===== src/rtl/tdm_demux4.sv =====
// Four-slot TDM serial demultiplexer: assembles sync-aligned 4-bit frames from a valid-qualified bit stream.
// Optional macro TDM_DEMUX_PARITY_EN adds a fifth (even-XOR) parity beat checked before dout is updated.
module tdm_demux4 #(
    parameter int IDLE_LIMIT = 8
) (
    input  logic       clk,
    input  logic       rst,
    input  logic       din,
    input  logic       din_valid,
    input  logic       sync,
    output logic [3:0] dout,
    output logic       dout_valid,
    output logic [1:0] slot,
    output logic       err
);

`ifdef TDM_DEMUX_PARITY_EN
    typedef enum logic [1:0] {ST_IDLE, ST_RECV, ST_PAR} state_t;
`else
    typedef enum logic [1:0] {ST_IDLE, ST_RECV} state_t;
`endif

    localparam logic [7:0] LIMIT = 8'(IDLE_LIMIT);

    state_t     state_q;
    logic [3:0] frame_q;
    logic [3:0] dout_q;
    logic       dout_valid_q;
    logic       err_q;
    logic [1:0] slot_q;
    logic [7:0] idle_cnt_q;
    logic [7:0] idle_cnt_d;

    assign idle_cnt_d = idle_cnt_q + 8'd1;

    always_ff @(posedge clk or posedge rst) begin
        if (rst) begin
            state_q      <= ST_IDLE;
            frame_q      <= 4'b0000;
            dout_q       <= 4'b0000;
            dout_valid_q <= 1'b0;
            err_q        <= 1'b0;
            slot_q       <= 2'd0;
            idle_cnt_q   <= 8'd0;
        end else begin
            dout_valid_q <= 1'b0;
            err_q        <= 1'b0;
            case (state_q)
                ST_IDLE: begin
                    if (din_valid && sync) begin
                        frame_q    <= {3'b000, din};
                        slot_q     <= 2'd1;
                        idle_cnt_q <= 8'd0;
                        state_q    <= ST_RECV;
                    end
                end
                default: begin
                    if (din_valid) begin
                        idle_cnt_q <= 8'd0;
                        // Resync wins over completion of the current frame.
                        if (sync) begin
                            err_q   <= 1'b1;
                            frame_q <= {3'b000, din};
                            slot_q  <= 2'd1;
                            state_q <= ST_RECV;
                        end
`ifdef TDM_DEMUX_PARITY_EN
                        else if (state_q == ST_PAR) begin
                            if (din == ^frame_q) begin
                                dout_q       <= frame_q;
                                dout_valid_q <= 1'b1;
                            end else begin
                                err_q <= 1'b1;
                            end
                            frame_q <= 4'b0000;
                            slot_q  <= 2'd0;
                            state_q <= ST_IDLE;
                        end
`endif
                        else if (slot_q == 2'd3) begin
`ifdef TDM_DEMUX_PARITY_EN
                            frame_q[3] <= din;
                            state_q    <= ST_PAR;
`else
                            dout_q       <= {din, frame_q[2:0]};
                            dout_valid_q <= 1'b1;
                            frame_q      <= 4'b0000;
                            slot_q       <= 2'd0;
                            state_q      <= ST_IDLE;
`endif
                        end else begin
                            frame_q[slot_q] <= din;
                            slot_q          <= slot_q + 2'd1;
                        end
                    end else if (idle_cnt_d == LIMIT) begin
                        err_q      <= 1'b1;
                        frame_q    <= 4'b0000;
                        slot_q     <= 2'd0;
                        idle_cnt_q <= 8'd0;
                        state_q    <= ST_IDLE;
                    end else begin
                        idle_cnt_q <= idle_cnt_d;
                    end
                end
            endcase
        end
    end

    assign dout       = dout_q;
    assign dout_valid = dout_valid_q;
    assign slot       = slot_q;
    assign err        = err_q;

endmodule


===== config.mk =====
export PLATFORM = sky130hd
export DESIGN_NAME = tdm_demux4
export DESIGN_NICKNAME = d
export VERILOG_FILES = /design/src/rtl/tdm_demux4.sv
export SDC_FILE = /design/constraint.sdc
export NUM_CORES = 1
export LEC_CHECK = 0
export CORE_MARGIN = 2
export CORE_UTILIZATION = 49
export CTS_CLUSTER_DIAMETER = 150
export CTS_CLUSTER_SIZE = 12
export DETAILED_ROUTE_END_ITERATION = 8
export GPL_TIMING_DRIVEN = 0
export PLACE_DENSITY_LB_ADDON = 0.05
export SYNTH_ARGS = -nofsm -noshare
export SYNTH_HDL_FRONTEND = slang
export SYNTH_SLANG_ARGS = --single-unit

===== constraint.sdc =====
create_clock -name clk -period 1.6 [get_ports clk]
set_input_delay 0.16 -clock clk [delete_from_list [all_inputs] [get_ports clk]]
set_output_delay 0.16 -clock clk [all_outputs]
set_load 0.05 [all_outputs]

# After elaboration in Yosys (flattened, before gate mapping)
# Index checks and enable logic that the tools add are counted.
[op_classes]
mux = 31
add_sub_neg = 2
order_cmp = 2
n_eq_ne = 4
bitwise = 2
reduce_logical = 7
[ops]
columns = ["operator", "count"]
rows = [
  ["two-way mux 8 bit", 4],
  ["two-way mux 4 bit", 6],
  ["two-way mux 2 bit", 10],
  ["two-way mux 1 bit", 9],
  ["adder 8 x 1 -> 8 bit, second input constant", 1],
  ["equality test 8 x 4 -> 1 bit, second input constant", 1],
  ["bitwise mux 4 bit", 1],
  ["!= test 4 x 1 -> 1 bit, second input constant", 1],
  ["AND reduction 4 bit", 1],
  ["less-than comparator 2 x 3 -> 1 bit, second input constant", 1],
  ["AND reduction 3 bit", 1],
  ["nonzero test 3 bit", 1],
  ["adder 2 x 1 -> 2 bit, second input constant", 1],
  ["demux 1 bit (select 2 bit)", 1],
  ["equality test 2 bit, second input constant", 1],
  [">= comparator 2 x 1 -> 1 bit, second input constant", 1],
  ["logical AND 1 bit", 2],
  ["logical NOT 2 bit", 1],
  ["!= test 2 bit, second input constant", 1],
  ["inverter 1 bit", 2],
  ["AND reduction 2 bit", 1],
]
[word_totals]
word_cells = 55
regBits = 22
in_bits = 5

# Logic depth before layout (Yosys ltp)
[depth]
word_depth = 9
ltp_mapped = 6
depth_no_buf = 6

# Worst setup path after synthesis
# OpenSTA, ideal clock, no wires.
[synth_timing]
path_kind = "reg-to-reg"
startpoint = "register slot_q[0], in the netlist slot[0]"
endpoint = "register frame_q[1]"
setup_time_ns = 0.077
period_less_slack_ns = 1.712
path_buffers = 0
path_slack_ns = -0.112
required_time_ns = 1.523
path_stages_with_launch = 6
arrival_time_ns = 1.634
path_cell_list = "dfrtp_1 > ha_1 > or3_1 > o21ai_0 > a32oi_1 > a21oi_1"
[synth_between]
elab_chain_cells = 9
elab_cells_between_ends = 11
classes_between = "2 x order compare; 1 x eq/ne; 7 x mux; 1 x reduce/logical"
[synth_lines]
columns = ["item", "line_no", "source"]
rows = [
  ["from (decl)", "30", "logic [1:0] slot_q;"],
  ["from (signal assigned)", "93", "slot_q <= slot_q + 2'd1;"],
  ["less-than comparator 2 x 3 -> 1 bit (not written as such) / >= comparator 2 x 1 -> 1 bit (equally long branches)", "92", "frame_q[slot_q] <= din;"],
  ["logical AND 1 bit (not written as such)", "92", ""],
  ["two-way mux 1 bit (not written as such)", "92", ""],
  ["demux 1 bit (select 2 bit)", "92", ""],
  ["bitwise mux 4 bit", "92", ""],
  ["two-way mux 4 bit *", "80", "else if (slot_q == 2'd3) begin"],
  ["two-way mux 4 bit *", "61", "if (sync) begin"],
  ["two-way mux 4 bit *", "58", "if (din_valid) begin"],
  ["two-way mux 4 bit *", "48", "case (state_q)"],
  ["to (signal assigned)", "51", "frame_q <= {3'b000, din};"],
  ["to (signal assigned)", "63", "frame_q <= {3'b000, din};"],
  ["to (signal, indexed assignment)", "92", ""],
  ["to (decl)", "26", "logic [3:0] frame_q;"],
]
# Mark *: on every way between the ends. The rest lies on a longest branch, timed or not.
# A chain may end at the register's enable or synchronous reset.

# Worst setup path after layout
[layout_timing]
startpoint = "register idle_cnt_q[3]"
endpoint = "register slot_q[0], in the netlist slot[0]"
[layout_between]
elab_chain_cells = 4
[layout_lines]
columns = ["item", "line_no", "source"]
rows = [
  ["from (decl)", "31", "logic [7:0] idle_cnt_q;"],
  ["from (signal assigned)", "102", "idle_cnt_q <= idle_cnt_d;"],
  ["adder 8 x 1 -> 8 bit", "34", "assign idle_cnt_d = idle_cnt_q + 8'd1;"],
  ["equality test 8 x 4 -> 1 bit", "95", "end else if (idle_cnt_d == LIMIT) begin"],
  ["nonzero test 3 bit (no source line)", "n/a", ""],
  ["AND reduction 2 bit (no source line)", "n/a", ""],
]
# No other way between the ends.

==> results.json <==
{
  "outcome": "finished with violations",
  "violations": "negative setup slack",
  "clock-sinks": 20,
  "cts_buffers": 3,
  "arrival_ns": 1.84,
  "tightest_slew_ns": 0.764,
  "core_area_um2": 2190,
  "io_pins": 13,
  "stdcell_area_um2": 1460,
  "period_share": 1.04,
  "dr.max_layer_used": "met4",
  "synthesis.area_per_instance_um2": 9.56,
  "grt_pass1_wl_um": 4160,
  "synth_top_flop_cell": "dfrtp_1",
  "max_stage_delay_ns": 0.36,
  "area_growth_pct": 28.9,
  "synth_fp_nets": 128,
  "gp_congestion": 0.857,
  "wl_met1_um": 1120,
  "slew_headroom": 0.490,
  "slew_viol_final": 0,
  "netlist_area_um2": 1130,
  "clkLatencyLatePin_ns": 0.30,
  "rsz0062_at_grt": "true",
  "htreeDepth": 1,
  "instances_no_fill": 173,
  "ant_nets": 0,
  "via_count": 957,
  "yosysSeqAreaShare": 0.443,
  "leakage_uw": 0.000686,
  "grt_antenna_before_repair": 0,
  "first_pass_iters": 4,
  "maxCapViolCount": 0,
  "wl_met2_um": 1280,
  "place_area_um2": 1290,
  "synth_common_cells": "dfrtp_1, nand2_1, nor2_1, a21oi_1, o21ai_0",
  "multiInputGateArea_um2": 649,
  "start_util": 0.515,
  "root_buffer": "clkbuf_4",
  "worst-path-max-fanout": 4,
  "clk_pin_slew_ns": 0.11,
  "seqCellArea_um2": 505,
  "layout_setup_ws_ns": -0.0579,
  "power.total_uw": 1650,
  "pre_cts_ws_ns": -0.349,
  "synth_edf_count": 0,
  "ys_top_cells_by_area": "dfrtp_1, ha_1, a21oi_1",
  "powerDensity_nw_per_um2": 1130,
  "wl_um": 2470,
  "rows": 17,
  "route.met3.wl_um": 49,
  "fillers": 191,
  "yosys.cell_types.count": 34,
  "drive_above_1_share": 0.303,
  "critical_path.startpoint_type": "flop",
  "grt_max_degree": 21,
  "fp.dieH_um": 52.0,
  "detail_route.iter0.violations": 23,
  "route.detailed.drc": 0,
  "wl_per_cell_um": 14.3,
  "die_w_um": 52.0,
  "async_flop_share": 1.00,
  "grt_pass1_vias": 932,
  "criticalPathCategory": "reg -> reg",
  "yosysTopAreaCell": "dfrtp_1",
  "hold_path_class": "in -> async",
  "fp.dieArea_um2": 2700,
  "n_antenna_cell": 0,
  "syn_inst": 118,
  "via_per_inst": 5.53,
  "cpMaxStageDelayCell": "dfrtp_1",
  "hold_viol": 0,
  "fmax_ghz": 0.603,
  "dpl.hpwl_um": 1600,
  "clk_path_buf_depth": 2,
  "required_ns": 1.79,
  "overflow": 0,
  "yosys_warnings": 0,
  "crit_path_end_kind": "flop",
  "gr-usage-all-layers": 0.212,
  "yosysTopAreaCellShare": 0.443,
  "dp_cells": 158,
  "place.port_buffers": 12,
  "finalSetupTns_ns": -0.312,
  "yosysMostFrequentCell": "dfrtp_1",
  "fin_nets": 156,
  "fin_worst_skew_ns": 0.00382,
  "fin_crit_ns": 1.66,
  "synth_seq_cells": 20,
  "cts_tree": "done",
  "peakVddDrop_uv": 937,
  "cp_cell_sequence": "buf_6 -> nand4_1 -> nor2_2 -> xor2_2 -> a2111oi_4 -> buf_4 -> o221ai_2",
  "setup_viol": 9
}
==> area by class of cell <==
class,count,area share
Buffer,3,0.0138
Clock buffer,4,0.0181
Inverter,5,0.0129
Multi-Input combinational cell,89,0.446
Sequential cell,20,0.347
Tap cell,28,0.0241
Timing Repair Buffer,24,0.138
==> critical path: cells and delay by family (launching register included) <==
kind | cells | cell delay (ns)
AOI/OAI and AO/OA | 2 | 0.43
and+or+nand+nor | 2 | 0.33
DFF | 1 | 0.36
buffers and inverters | 2 | 0.33
xor gates and xnor gates | 1 | 0.11
==> layer usage <==
metal  up-vias  global-route usage
li1        477                   -
met1       465               0.270
met2        11               0.350
met3         4              0.0374
met4         0              0.0921
met5         -                   0
==> power breakdown <==
group | switching (uW) | leakage (uW) | internal, uW | total, uW
Combinational | 475 | 0.000412 | 240 | 715
Sequential | 79.4 | 0.000259 | 605 | 684
Clock | 154 | 0.0000150 | 97.2 | 251
==> cells in the final DEF (no fill, tap or decap), types with 2 or more instances in the layout <==
master           instances
a32oi_1                  2
o21ai_2                  3
nor2_1                   8
ha_1                     5
nand2_1                 11
inv_1                    5
nand2b_1                 4
dlygate4sd2_1            8
dfrtp_2                  4
and3_1                   3
nor3_1                   3
nand3_1                  2
nor2_2                   2
mux2_2                   4
o31ai_1                  2
clkbuf_4                 3
a21o_1                   2
dfrtp_1                 16
clkdlybuf4s50_1          4
o21ai_0                  8
buf_4                   12
nor2b_1                  2
o31ai_2                  2
a21oi_1                  6
a21oi_2                  3
==> cell families after synthesis <==
family / after synthesis / share of synthesized area
buf+inv: 9 / 0.0333
compound gates: 36 / 0.231
xor+xnor: 2 / 0.0155
mux: 4 / 0.0399
simple gates: 42 / 0.182
flops: 20 / 0.443
fa+ha+maj: 5 / 0.0554
==> worst paths after layout <==
| check | endpoint | cells after the start | start | slack, ns |
|---|---|---|---|---|
| setup / recovery | slot[0]$_DFFE_PP0P_ | 7 | idle_cnt_q[3]$_DFFE_PP0N_ | -0.06 |
| hold / removal | dout[1]$_DFFE_PP0P_ | 2 | rst | 0.28 |
| setup reg to reg | slot[0]$_DFFE_PP0P_ | 7 | idle_cnt_q[3]$_DFFE_PP0N_ | -0.06 |
| hold reg to reg | dout[1]$_DFFE_PP0P_ | 1 | frame_q[1]$_DFFE_PP0P_ | 0.52 |
| max in group asynchronous | idle_cnt_q[5]$_DFFE_PP0N_ | 2 | rst | 0.80 |
| min in group clk | dout[1]$_DFFE_PP0P_ | 1 | frame_q[1]$_DFFE_PP0P_ | 0.52 |
==> state kept, by name, summed over array words and instances (netlist names) <==
| signal | flops |
|---|---|
| idle_cnt_q | 8 |
| dout | 4 |
| frame_q | 3 |
| slot | 2 |
| dout_valid | 1 |
| err | 1 |
| state_q | 1 |
==> per-stage QoR <==
stage	hold slack (ns)	util
global route	0.381	0.664
global placement	0.487	0.588
floorplan	0.124	-
CTS	0.296	0.638
finish	0.281	0.664
detailed placement	0.497	0.588
==> repair_timing <==
item,4_1_cts,5_1_grt
pin swaps,5,6
setup buffers,9,3
setup endpoints to repair,18,12
hold buffers,0,0
gates cloned,0,0
gates resized for setup,16,10
Power figures use the tool's default switching activity.
